`src/rtl/fir_pkg.sv`:
```
// fir_pkg: shared constants and state encoding for the serial FIR MAC engines
package fir_pkg;
    typedef enum logic [1:0] {
        IDLE = 2'd0,
        MAC  = 2'd1,
        OUT  = 2'd2
    } state_t;
    localparam int NTAPS     = 8;
    localparam int ACC_GUARD = 3;
    localparam int IDX_W     = 3;
endpackage

```
`src/rtl/fir_round_sat.sv`:
```
// fir_round_sat: round half toward +inf, arithmetic shift, saturate to OWIDTH
module fir_round_sat #(
    parameter int ACCW   = 35,
    parameter int SHIFT  = 15,
    parameter int OWIDTH = 16
) (
    input  logic signed [ACCW-1:0]   acc,
    output logic signed [OWIDTH-1:0] y,
    output logic                     sat
);
    localparam logic [ACCW:0] ONE = 1;
    localparam logic signed [ACCW:0] RND  = ONE << (SHIFT - 1);
    localparam logic signed [ACCW:0] MAXV = {{(ACCW + 2 - OWIDTH){1'b0}}, {(OWIDTH - 1){1'b1}}};
    localparam logic signed [ACCW:0] MINV = {{(ACCW + 2 - OWIDTH){1'b1}}, {(OWIDTH - 1){1'b0}}};
    logic signed [ACCW:0] sum;
    logic signed [ACCW:0] r;
    logic hi;
    logic lo;
    always_comb begin
        sum = {acc[ACCW-1], acc} + RND;
        r   = sum >>> SHIFT;
        hi  = r > MAXV;
        lo  = r < MINV;
        sat = hi | lo;
        y   = hi ? MAXV[OWIDTH-1:0] : lo ? MINV[OWIDTH-1:0] : r[OWIDTH-1:0];
    end
endmodule

```
`src/rtl/fir_mac_8.sv`:
```
// fir_mac_8: 8-tap serial multiply-accumulate FIR with a writable coefficient bank
module fir_mac_8
    import fir_pkg::*;
#(
    parameter int WIDTH  = 16,
    parameter int CWIDTH = 16,
    parameter int OWIDTH = 16,
    parameter int SHIFT  = 15
) (
    input  logic                      clk,
    input  logic                      rst_n,
    input  logic                      in_valid,
    output logic                      in_ready,
    input  logic [WIDTH*NTAPS-1:0]    taps_flat,
    input  logic                      coef_we,
    input  logic [IDX_W-1:0]          coef_addr,
    input  logic signed [CWIDTH-1:0]  coef_data,
    output logic                      coef_wr_err,
    output logic                      out_valid,
    output logic signed [OWIDTH-1:0]  y,
    output logic                      sat
);
    localparam int ACCW = WIDTH + CWIDTH + ACC_GUARD;

    state_t                     state_q, state_d;
    logic [WIDTH*NTAPS-1:0]     snap_q, snap_d;
    logic signed [CWIDTH-1:0]   coef_q [NTAPS];
    logic signed [CWIDTH-1:0]   coef_d [NTAPS];
    logic signed [ACCW-1:0]     acc_q, acc_d;
    logic [IDX_W-1:0]           idx_q, idx_d;
    logic signed [OWIDTH-1:0]   y_q, y_d, rs_y;
    logic                       sat_q, sat_d, rs_sat;
    logic                       out_valid_q, out_valid_d;
    logic                       coef_wr_err_q, coef_wr_err_d;
    logic                       idle, accept;
    logic signed [WIDTH-1:0]    tap;
    logic signed [WIDTH+CWIDTH-1:0] prod;

    assign idle   = state_q == IDLE;
    assign accept = in_valid & idle;
    assign tap    = snap_q[idx_q*WIDTH +: WIDTH];
    assign prod   = tap * coef_q[idx_q];

    fir_round_sat #(.ACCW(ACCW), .SHIFT(SHIFT), .OWIDTH(OWIDTH)) u_round_sat (
        .acc (acc_q),
        .y   (rs_y),
        .sat (rs_sat)
    );

    always_ff @(posedge clk or negedge rst_n) begin
        if (!rst_n) begin
            state_q       <= IDLE;
            snap_q        <= '0;
            coef_q        <= '{default: '0};
            acc_q         <= '0;
            idx_q         <= '0;
            y_q           <= '0;
            sat_q         <= 1'b0;
            out_valid_q   <= 1'b0;
            coef_wr_err_q <= 1'b0;
        end else begin
            state_q       <= state_d;
            snap_q        <= snap_d;
            coef_q        <= coef_d;
            acc_q         <= acc_d;
            idx_q         <= idx_d;
            y_q           <= y_d;
            sat_q         <= sat_d;
            out_valid_q   <= out_valid_d;
            coef_wr_err_q <= coef_wr_err_d;
        end
    end

    always_comb begin
        state_d = IDLE;
        case (state_q)
            IDLE:    state_d = accept ? MAC : IDLE;
            MAC:     state_d = idx_q == IDX_W'(NTAPS - 1) ? OUT : MAC;
            default: state_d = IDLE;
        endcase
    end

    // The bank only changes in IDLE, so a running sum always sees one coefficient set.
    always_comb begin
        coef_d = coef_q;
        if (coef_we && idle)
            coef_d[coef_addr] = coef_data;
        snap_d        = accept ? taps_flat : snap_q;
        acc_d         = state_q == MAC ? acc_q + ACCW'(prod) : accept ? '0 : acc_q;
        idx_d         = state_q == MAC ? idx_q + 1'b1 : accept ? '0 : idx_q;
        y_d           = state_q == OUT ? rs_y : y_q;
        sat_d         = state_q == OUT && rs_sat;
        out_valid_d   = state_q == OUT;
        coef_wr_err_d = coef_we && !idle;
    end

    always_comb begin
        in_ready    = idle;
        out_valid   = out_valid_q;
        y           = y_q;
        sat         = sat_q;
        coef_wr_err = coef_wr_err_q;
    end
endmodule

```
`config.mk`:
```
export PLATFORM = sky130hd
export DESIGN_NAME = fir_mac_8
export DESIGN_NICKNAME = d
export VERILOG_FILES = /design/src/rtl/fir_pkg.sv /design/src/rtl/fir_round_sat.sv /design/src/rtl/fir_mac_8.sv
export SDC_FILE = /design/constraint.sdc
export NUM_CORES = 1
export LEC_CHECK = 0
export ABC_AREA = 1
export CORE_MARGIN = 2
export CORE_UTILIZATION = 50
export DETAILED_ROUTE_END_ITERATION = 6
export PLACE_DENSITY_LB_ADDON = 0.3
export SETUP_SLACK_MARGIN = 0.5
export SYNTH_ARGS = -nofsm -noshare
export SYNTH_HDL_FRONTEND = slang
export SYNTH_SLANG_ARGS = --single-unit
```
`constraint.sdc`:
```
create_clock -name clk -period 7.5 [get_ports clk]
set_input_delay 1.5 -clock clk [delete_from_list [all_inputs] [get_ports clk]]
set_output_delay 1.5 -clock clk [all_outputs]
set_load 0.02 [all_outputs]
```
* Word level (Yosys, flattened, before mapping) *
Cells that the tools add are included.

storage, ports and cells
  logic and storage cells = 55
  output and inout port bits = 20
  bits of input ports = 151
  register bits = 315

operators by class
  bitwise operators = 4
  eq/ne operators = 3
  shift operators = 1
  magnitude comparators = 5
  $mul = 1
  add/subtract/negate cells = 3
  reductions and logical operators = 7
  multiplexer cells = 15

operator list
  cell                                                          number
  bitwise mux 128 bit                                           1
  variable part select 128 x 8 -> 16 bit                        1
  2-to-1 mux 16 bit                                             5
  2-to-1 mux 35 bit                                             2
  binary-select mux 16 bit (select 3 bit)                       1
  demux 16 bit (select 3 bit)                                   1
  adder 35 x 16 -> 36 bit, second input constant                1
  adder 35 bit                                                  1
  multiplier 16 x 16 -> 32 bit                                  1
  > comparator 21 x 16 -> 1 bit, second input constant          1
  less-than comparator 21 x 16 -> 1 bit, second input constant  1
  greater-or-equal comparator 4 bit, second input constant      2
  NOT 3 -> 4 bit                                                2
  2-to-1 mux 3 bit                                              2
  logical AND 1 bit                                             4
  less-than comparator 4 x 1 -> 1 bit, second input constant    1
  one-hot mux 2 bit (2 select lines)                            1
  adder 3 x 1 -> 3 bit, second input constant                   1
  == test 3 bit, second input constant                          1
  == test 2 x 1 -> 1 bit, second input constant                 1
  == test 2 bit, second input constant                          1
  zero test 2 bit                                               1
  2-to-1 mux 2 bit                                              1
  nonzero test 2 bit                                            1
  4 further kinds                                               4

* Logic depth before layout (Yosys ltp) *
Gate-level depths: netlist of the first run.

  word-level depth = 7
  depth in mapped cells = 46

* Cells and area by module *
Synthesis of the first run repeated with hierarchy kept, for this count alone.

second synthesis, totals
  cell total of the unflattened synthesis = 3,278
  area total of the unflattened synthesis = 27,146.0 um^2

by module, submodules not included
  module         area an instance (um^2)  cells an instance  times used
  fir_mac_8      26,356.5                 3,133              1
  fir_round_sat  789.5                    145                1

* Worst setup path before layout of the first run *
Ideal clock, no wire load.

  kind = register to register
  from = reg idx_q[0]
  to = reg acc_q[34]
  path buffers = 2
  library setup time = 0.118 ns
  data arrival time = 7.847 ns
  clock period less this slack = 7.965 ns
  setup slack = -0.465 ns
  stages on the path, launching flop included = 39
  path through = dfrtp_1 > buf_4 > inv_2 > clkbuf_1 > nor2_1 > o32ai_1 > nand2_1 > o21ai_2 > inv_1 > nor2_1 > inv_1 > fa_1 > inv_1 > fa_1 > fa_1 > fa_1 > fa_1 > inv_1 > (+3 left out) > nand2_1 > nor3_1 > nand3_1 > nand3_1 > nand2_1 > nand2_1 > xor2_1 > ha_1 > a21oi_1 > o21ai_0 > nand2_1 > nand3_1 > nor2_1 > nand2_1 > nor2_1 > nand3_1 > nand3_1 > nand2_1

on the way
  longest elaborated chain between the ends = 7
  elaborated cells between the ends (all ways) = 8
  those cells by class = add/sub: 1; mul: 1; shift: 1; mux: 4; bitwise: 1

RTL lines
  element                                                                                         line             text
  start: declaration                                                                              fir_mac_8.sv:30  logic [IDX_W-1:0] idx_q, idx_d;
  start signal: assignment                                                                        fir_mac_8.sv:66  idx_q <= idx_d;
  parallel branches: the longest is 4 deep, another holds variable part select 128 x 8 -> 16 bit  --
  multiplier 16 x 16 -> 32 bit (*)                                                                fir_mac_8.sv:42  assign prod = tap * coef_q[idx_q];
  adder 35 bit (*)                                                                                fir_mac_8.sv:89  acc_d = state_q == MAC ? acc_q + ACCW'(prod) : accept ? '0 : acc_q;
  2-to-1 mux 35 bit (*)                                                                           fir_mac_8.sv:89
  end signal: assignment                                                                          fir_mac_8.sv:55  acc_q <= '0;
  end signal: assignment                                                                          fir_mac_8.sv:65  acc_q <= acc_d;
  end: declaration                                                                                fir_mac_8.sv:29  logic signed [ACCW-1:0] acc_q, acc_d;

Mark *: on every way between the ends. The select of a mux whose other input is x is not followed.
A chain may end at the register's enable or synchronous reset.

* Worst setup path in the final report of the first run *
  from = reg idx_q[0]
  to = reg acc_q[31]

Same word-level chain as after synthesis.

==> impl_metrics.sql, run 1 <==
INSERT INTO impl_metrics (metric_group, metric, value, unit) VALUES
('global_route', 'global_route.overflow_total', '0', ''),
('floorplanning', 'die_area', '55100', 'µm²'),
('route', 'firstDrtPassIters', '5', ''),
('timing', 'maxSlewViolCount', '0', ''),
('timing', 'fin_tns_setup', '-9670', 'ps'),
('run', 'cap_violations', '0', ''),
('global_route', 'grt_pass1_vias', '25400', ''),
('final_layout', 'finish.net_count', '4310', ''),
('setup_path', 'kind_of_critical_path', 'reg2reg', ''),
('yosys', 'yosys_synthesis_warning_count', '0', ''),
('timing', 'final_min_period_over_clock_period', '109', '%'),
('place', 'dp_cells', '4331', ''),
('setup_path', 'worst_path_most_repeated_cell', 'sky130_fd_sc_hd__fa_1', ''),
('final_layout', 'layout.cells.most_common_list', '554 x sky130_fd_sc_hd__nand2_1, 454 x sky130_fd_sc_hd__inv_1, 382 x sky130_fd_sc_hd__buf_4, 322 x sky130_fd_sc_hd__nor2_1, 313 x sky130_fd_sc_hd__dfrtp_1', ''),
('yosys', 'synth.cell_area', '26600', 'µm²'),
('global_route', 'antenna_violations_before_repair', '0', ''),
('timing', 'worst_slack', '-683', 'ps'),
('route', 'vias', '24700', ''),
('global_route', 'grt.total_usage', '29.8', '%'),
('floorplanning', 'row_count', '84', ''),
('place', 'gp_routability_congestion', '0.955', ''),
('setup_path', 'crit_required', '7940', 'ps'),
('yosys', 'post-synth-top-area-fraction', '29.6', '%'),
('yosys', 'seq_area_frac_synth', '29.6', '%'),
('final_layout', 'syn_to_final_growth', '39.1', '%'),
('clock_network', 'htreeDepth', '2', ''),
('route', 'drt.antenna.violating_nets', '0', ''),
('timing', 'unrepaired_setup_endpoints_after_global_routing', 'true', ''),
('yosys', 'synthesis.area_per_instance', '8.27', 'µm²'),
('worst_hold_path', 'worstHoldPathType', 'reg2reg', ''),
('floorplanning', 'boundary_pin_count', '171', ''),
('global_route', 'grt_start_max_net_pins', '183', ''),
('final_layout', 'antenna_cells', '0', ''),
('yosys', 'synthDistinctLibCells', '50', ''),
('yosys', 'postSynthNetCount', '3753', ''),
('floorplanning', 'fp.coreArea', '52700', 'µm²'),
('clock_network', 'tritoncts_num_sinks', '315', ''),
('clock_network', 'clock_tree.root_cell', 'sky130_fd_sc_hd__clkbuf_16', ''),
('final_layout', 'instances_no_fill', '4489', ''),
('clock_network', 'cts_buffers', '36', ''),
('clock_network', 'cts_tree', 'built', ''),
('place', 'dp.final_hpwl', '58.2', 'mm'),
('setup_path', 'critPathMaxFanout', '8', ''),
('clock_network', 'max_buffers_root_to_sink', '3', ''),
('timing', 'setup_viol_count_final', '21', ''),
('global_route', 'first_pass_grt_wire_length', '132', 'mm'),
('yosys', 'ys.flop_type', 'sky130_fd_sc_hd__dfrtp_1', ''),
('clock_network', 'path_clk_slew', '60', 'ps'),
('floorplanning', 'die_w', '235', 'µm'),
('yosys', 'synth_area_leader_cell', 'sky130_fd_sc_hd__dfrtp_1', ''),
('route', 'remaining_drc_errors', '0', ''),
('timing', 'setup_skew_after_layout', '36.3', 'ps'),
('route', 'avgViaCountPerCell', '5.50', ''),
('setup_path', 'timing.critical_path.arrival', '8620', 'ps'),
('yosys', 'count_of_flip_flops_with_a_built_in_enable_after_synthesis', '0', ''),
('timing', 'tightest_slew', '1020', 'ps'),
('route', 'initialDrtViolationCount', '1873', ''),
('setup_path', 'critical-path-slowest-cell', 'sky130_fd_sc_hd__fa_1', ''),
('yosys', 'gate_count_post_synth', '3219', ''),
('run_status', 'status', 'complete, but fails checks', ''),
('timing', 'period_needed', '8180', 'ps'),
('route', 'routed_wire_length_per_instance', '18.8', 'µm'),
('final_layout', 'layout.cells.most_common', 'sky130_fd_sc_hd__nand2_1', ''),
('final_layout', 'post_route_cells_drive_above_1_share', '31.5', '%'),
('route', 'detail_route.wirelength', '84.5', 'mm'),
('floorplanning', 'floorplan.initialDensity', '50.6', '%'),
('clock_network', 'clock_latency', '570', 'ps'),
('yosys', 'netlist_top_cells_area', 'sky130_fd_sc_hd__dfrtp_1 30%, sky130_fd_sc_hd__fa_1 20%, sky130_fd_sc_hd__nand2_1 9.0%', ''),
('yosys', 'async_reset_ff_share', '100', '%'),
('run_status', 'failing_checks', 'setup timing', ''),
('place', 'place.port_buffers', '170', ''),
('timing', 'achievable-frequency', '122', 'MHz'),
('timing', 'max-slew-margin-rel', '32.1', '%'),
('setup_path', 'worstSetupEndpointType', 'flip-flop', ''),
('floorplanning', 'die_h', '235', 'µm'),
('setup_path', 'timing.critical_path.slowest_cell_delay', '560', 'ps'),
('setup_path', 'worst_setup_path_start_kind', 'flip-flop', ''),
('timing', 'timing.final.hold_violations', '0', ''),
('yosys', 'synth.ff_latch_count', '315', '');
==> registers in the layout (all words and copies together), names as in the netlist <==
| signal | cells |
|---|---|
| coef_q | 128 |
| acc_q | 35 |
| snap_q | 128 |
| idx_q | 3 |
| out_valid | 1 |
| state_q | 2 |
| coef_wr_err | 1 |
| sat | 1 |
| y | 16 |
==> Yosys cell counts (3+ instances only) <==
library cell and instances:
sky130_fd_sc_hd__o21a_1 3, sky130_fd_sc_hd__buf_4 4, sky130_fd_sc_hd__nand2_2 5, sky130_fd_sc_hd__buf_6 3, sky130_fd_sc_hd__o21ai_0 300, sky130_fd_sc_hd__o22ai_1 4, sky130_fd_sc_hd__inv_1 525, sky130_fd_sc_hd__mux2_2 128
sky130_fd_sc_hd__a31oi_1 8, sky130_fd_sc_hd__nor2_2 3, sky130_fd_sc_hd__clkbuf_1 64, sky130_fd_sc_hd__buf_1 9, sky130_fd_sc_hd__fa_1 263, sky130_fd_sc_hd__ha_1 120, sky130_fd_sc_hd__nor4_1 6, sky130_fd_sc_hd__nor3_1 17
sky130_fd_sc_hd__nor2_1 426, sky130_fd_sc_hd__xor2_1 34, sky130_fd_sc_hd__nand4_1 19, sky130_fd_sc_hd__a21oi_1 107, sky130_fd_sc_hd__o32ai_1 48, sky130_fd_sc_hd__inv_2 8, sky130_fd_sc_hd__nand2_1 639, sky130_fd_sc_hd__xnor2_1 14
sky130_fd_sc_hd__o21bai_1 6, sky130_fd_sc_hd__buf_2 39, sky130_fd_sc_hd__a21o_1 14, sky130_fd_sc_hd__nand3_1 46, sky130_fd_sc_hd__o21ai_2 10, sky130_fd_sc_hd__or2_2 3, sky130_fd_sc_hd__dfrtp_1 315
==> layer usage <==
layer / vias up / global-route usage, % / share of wire, %
met5: - / 0 / 0
met4: 0 / 11.9 / 4.4
met3: 253 / 6.52 / 8.8
met2: 1115 / 48.0 / 47
met1: 12100 / 39.4 / 40
li1: 11300 / - / -
==> critical path: cells and delay by family (launching register included) <==
family,cells,cell delay (ps)
buf+inv,10,1290
fa+ha+maj,8,3670
xor+xnor,1,130
flops,1,470
simple gates,12,1500
compound gates,6,940
==> cell type report <==
class | instances | area [µm²]
clock buffers | 54 | 1080
clock inverters | 9 | 113
fillers | 3669 | 15600
inverters | 535 | 2100
multi-input cells | 2250 | 18900
flip-flops and latches | 315 | 7890
well taps | 688 | 861
repair buffers | 635 | 6040
repair inverters | 3 | 31.3
==> kinds of logic (layout without fill, tap and decap cells) <==
family	after synthesis	in the layout	synth area share (%)
AND/OR/NAND/NOR	1174	1174	17.4
buffers and inverters	654	1236	9.54
AO/OA/AOI/OAI	517	517	11.0
adder cells (fa/ha/maj)	383	383	25.4
flip-flops	315	315	29.6
multiplexers	128	128	5.41
XOR/XNOR	48	48	1.58
==> path summary, 6_finish.rpt <==
kind | depth (start not counted) | end | from | slack, ps
worst min register to register | 2 | y[0] | y[0] | 480
worst max-delay path | 37 | acc_q[31] | idx_q[0] | -680
min in group asynchronous | 1 | snap_q[71] | rst_n | 880
worst min-delay path | 2 | y[0] | y[0] | 480
worst max register to register | 37 | acc_q[31] | idx_q[0] | -680
max in group asynchronous | 2 | coef_q[17] | rst_n | 5210
==> stage by stage <==
step	cell area (µm²)	util [%]	setup slack, ps	hold slack, ps
floorplan	27500	-	369	448
global placement	32500	61.7	-705	461
detailed placement	32500	61.7	-714	465
CTS	35600	67.6	-444	481
global route	37100	70.4	-975	503
finish	37100	70.4	-683	476
==> timing repair <==
item                                    4_1_cts  5_1_grt
endpoints found under the setup margin       26       28
cloned                                       10        4
resized for setup                           330      299
setup buffers                                45       36
hold buffers                                  0        0
endpoints found under the hold margin         0        0
pin swaps                                   117      143
Power of run 1 is left out: the tool's default activity adds up to more than one toggle a clock period on the data nets, which glitch-free logic cannot reach.
==> run 2, diff against run 1 <==
--- a/config.mk
+++ b/config.mk
@@ -6,7 +6,7 @@
 export NUM_CORES = 1
 export LEC_CHECK = 0
 export ABC_AREA = 1
-export CORE_MARGIN = 2
+export CORE_MARGIN = 1.5
 export CORE_UTILIZATION = 50
 export DETAILED_ROUTE_END_ITERATION = 6
 export PLACE_DENSITY_LB_ADDON = 0.3
==> impl_metrics.sql, run 2 (synthesis results as in run 1) <==
INSERT INTO impl_metrics (metric_group, metric, value, unit) VALUES
('timing', 'worst_slack', '-710', 'ps'),
('route', 'routed_wire_length_per_instance', '19.2', 'µm'),
('setup_path', 'critPathMaxFanout', '9', ''),
('setup_path', 'worstSetupEndpointType', 'flip-flop', ''),
('setup_path', 'timing.reg2reg.setup_slack', '-710', 'ps'),
('global_route', 'grt_start_max_net_pins', '153', ''),
('place', 'gp_routability_congestion', '0.964', ''),
('clock_network', 'path_clk_slew', '60', 'ps'),
('clock_network', 'tritoncts_num_sinks', '315', ''),
('final_layout', 'largestRegisters', 'coef_q: 128 flops, snap_q: 128 flops, acc_q: 35 flops', ''),
('clock_network', 'max_buffers_root_to_sink', '3', ''),
('final_layout', 'layout.cells.most_common', 'sky130_fd_sc_hd__nand2_1', ''),
('timing', 'max-slew-margin-rel', '21.5', '%'),
('place', 'dp.final_hpwl', '58.7', 'mm'),
('timing', 'maxSlewViolCount', '0', ''),
('timing', 'tightest_slew', '1180', 'ps'),
('clock_network', 'cts_hold_repair.buffers', '0', ''),
('run_status', 'failing_checks', 'setup timing', ''),
('final_layout', 'n_fill_cell', '3629', ''),
('setup_path', 'timing.critical_path.slowest_cell_delay', '600', 'ps'),
('setup_path', 'cell_count_of_the_worst_reg_to_reg_path', '35', ''),
('setup_path', 'timing.critical_path.from', 'idx_q[1]', ''),
('global_route', 'antenna_violations_before_repair', '2', ''),
('run_status', 'status', 'complete, but fails checks', ''),
('final_layout', 'layout.cells.most_common_list', '562 x sky130_fd_sc_hd__nand2_1, 461 x sky130_fd_sc_hd__inv_1, 417 x sky130_fd_sc_hd__buf_4, 325 x sky130_fd_sc_hd__nor2_1, 313 x sky130_fd_sc_hd__dfrtp_1', ''),
('global_route', 'grt_pass1_vias', '25800', ''),
('setup_path', 'worst_r2r_startpoint', 'idx_q[1]', ''),
('timing', 'unrepaired_setup_endpoints_after_global_routing', 'true', ''),
('route', 'initialDrtViolationCount', '2144', ''),
('timing', 'setup_skew_after_layout', '39.9', 'ps'),
('clock_network', 'cts_buffers', '38', ''),
('floorplanning', 'die_h', '234', 'µm'),
('setup_path', 'crit-reg2reg-capture', 'acc_q[30]', ''),
('clock_network', 'htreeDepth', '2', ''),
('timing', 'achievable-frequency', '122', 'MHz'),
('floorplanning', 'floorplan.initialDensity', '50.6', '%'),
('worst_hold_path', 'hold_path_startpoint', 'y[10]', ''),
('route', 'firstDrtPassIters', '6', ''),
('setup_path', 'crit_required', '7930', 'ps'),
('floorplanning', 'row_count', '84', ''),
('route', 'avgViaCountPerCell', '5.48', ''),
('run', 'cap_violations', '0', ''),
('timing', 'period_needed', '8210', 'ps'),
('setup_path', 'critical-path-slowest-cell', 'sky130_fd_sc_hd__fa_1', ''),
('final_layout', 'post_route_cells_drive_above_1_share', '32.0', '%'),
('clock_network', 'clock_latency', '580', 'ps'),
('route', 'drt.antenna.violating_nets', '0', ''),
('global_route', 'first_pass_grt_wire_length', '136', 'mm'),
('timing', 'setup_viol_count_final', '23', ''),
('route', 'vias', '25000', ''),
('setup_path', 'worstSetupEndpoint', 'acc_q[30]', ''),
('clock_network', 'clock_tree.root_cell', 'sky130_fd_sc_hd__clkbuf_16', ''),
('final_layout', 'finish.net_count', '4370', ''),
('final_layout', 'instances_no_fill', '4554', ''),
('clock_network', 'cts_tree', 'built', ''),
('place', 'place.port_buffers', '170', ''),
('setup_path', 'worst_setup_path_start_kind', 'flip-flop', ''),
('timing', 'timing.final.hold_violations', '0', ''),
('floorplanning', 'die_area', '54700', 'µm²'),
('route', 'detail_route.wirelength', '87.3', 'mm'),
('worst_hold_path', 'worstHoldPathType', 'reg2reg', ''),
('final_layout', 'syn_to_final_growth', '40.5', '%'),
('floorplanning', 'boundary_pin_count', '171', ''),
('route', 'remaining_drc_errors', '0', ''),
('timing', 'final_min_period_over_clock_period', '109', '%'),
('global_route', 'grt.total_usage', '32.2', '%'),
('global_route', 'global_route.overflow_total', '0', ''),
('floorplanning', 'die_w', '234', 'µm'),
('setup_path', 'timing.critical_path.arrival', '8640', 'ps'),
('setup_path', 'worst_path_most_repeated_cell', 'sky130_fd_sc_hd__fa_1', ''),
('timing', 'fin_tns_setup', '-10540', 'ps'),
('final_layout', 'antenna_cells', '0', ''),
('floorplanning', 'fp.coreArea', '52700', 'µm²'),
('place', 'dp_cells', '4332', ''),
('setup_path', 'kind_of_critical_path', 'reg2reg', '');
-- run 2: worst min path at each step --
stage                  endpoint  slack (ps)  cells after the start
floorplan            coef_q[16]         450                      2
global route        coef_q[122]         500                      2
global placement     coef_q[27]         460                      2
CTS                       y[11]         480                      2
finish                    y[10]         480                      2
detailed placement        y[11]         470                      2
-- run 2: layer usage --
metal / wire, µm / track usage, %
met4: 3730 / 13.3
met2: 41500 / 52.8
met3: 7320 / 6.06
met5: 0 / 0
met1: 34800 / 42.0
-- run 2: per-stage QoR --
step           hold slack, ps  worst slack [ps]  area, µm²  util, %
6_report                  478              -710      37400     71.1
3_5_place_dp              467              -904      32400     61.5
3_3_place_gp              460              -875      32400     61.5
4_1_cts                   481              -513      36500     69.4
2_1_floorplan             448               369      27500        -
5_1_grt                   497              -977      37400     71.1
-- run 2: layout make-up --
cell class | count | area [µm²] | area share [%]
multi-input cells | 2250 | 18700 | 50.0
flip-flops and latches | 315 | 7890 | 21.1
repair buffers | 694 | 6550 | 17.5
inverters | 535 | 2090 | 5.59
clock buffers | 57 | 1110 | 2.97
well taps | 688 | 861 | 2.30
clock inverters | 13 | 151 | 0.405
repair inverters | 2 | 36.3 | 0.0970
-- run 2: critical path: cells and delay by family, from the launching register on --
kind | cells | cell delay (ps)
buffers and inverters | 11 | 1420
xor gates and xnor gates | 1 | 240
adders and majority gates | 8 | 3540
AOI/OAI and AO/OA | 5 | 1250
and+or+nand+nor | 10 | 1010
DFF | 1 | 580
-- run 2: repair_timing --
action | in CTS | in global routing
setup endpoints to repair | 26 | 28
gates cloned | 12 | 1
resized for setup | 445 | 160
setup buffers | 107 | 32
pin swaps | 224 | 124
Power of run 2 is left out for the same reason.
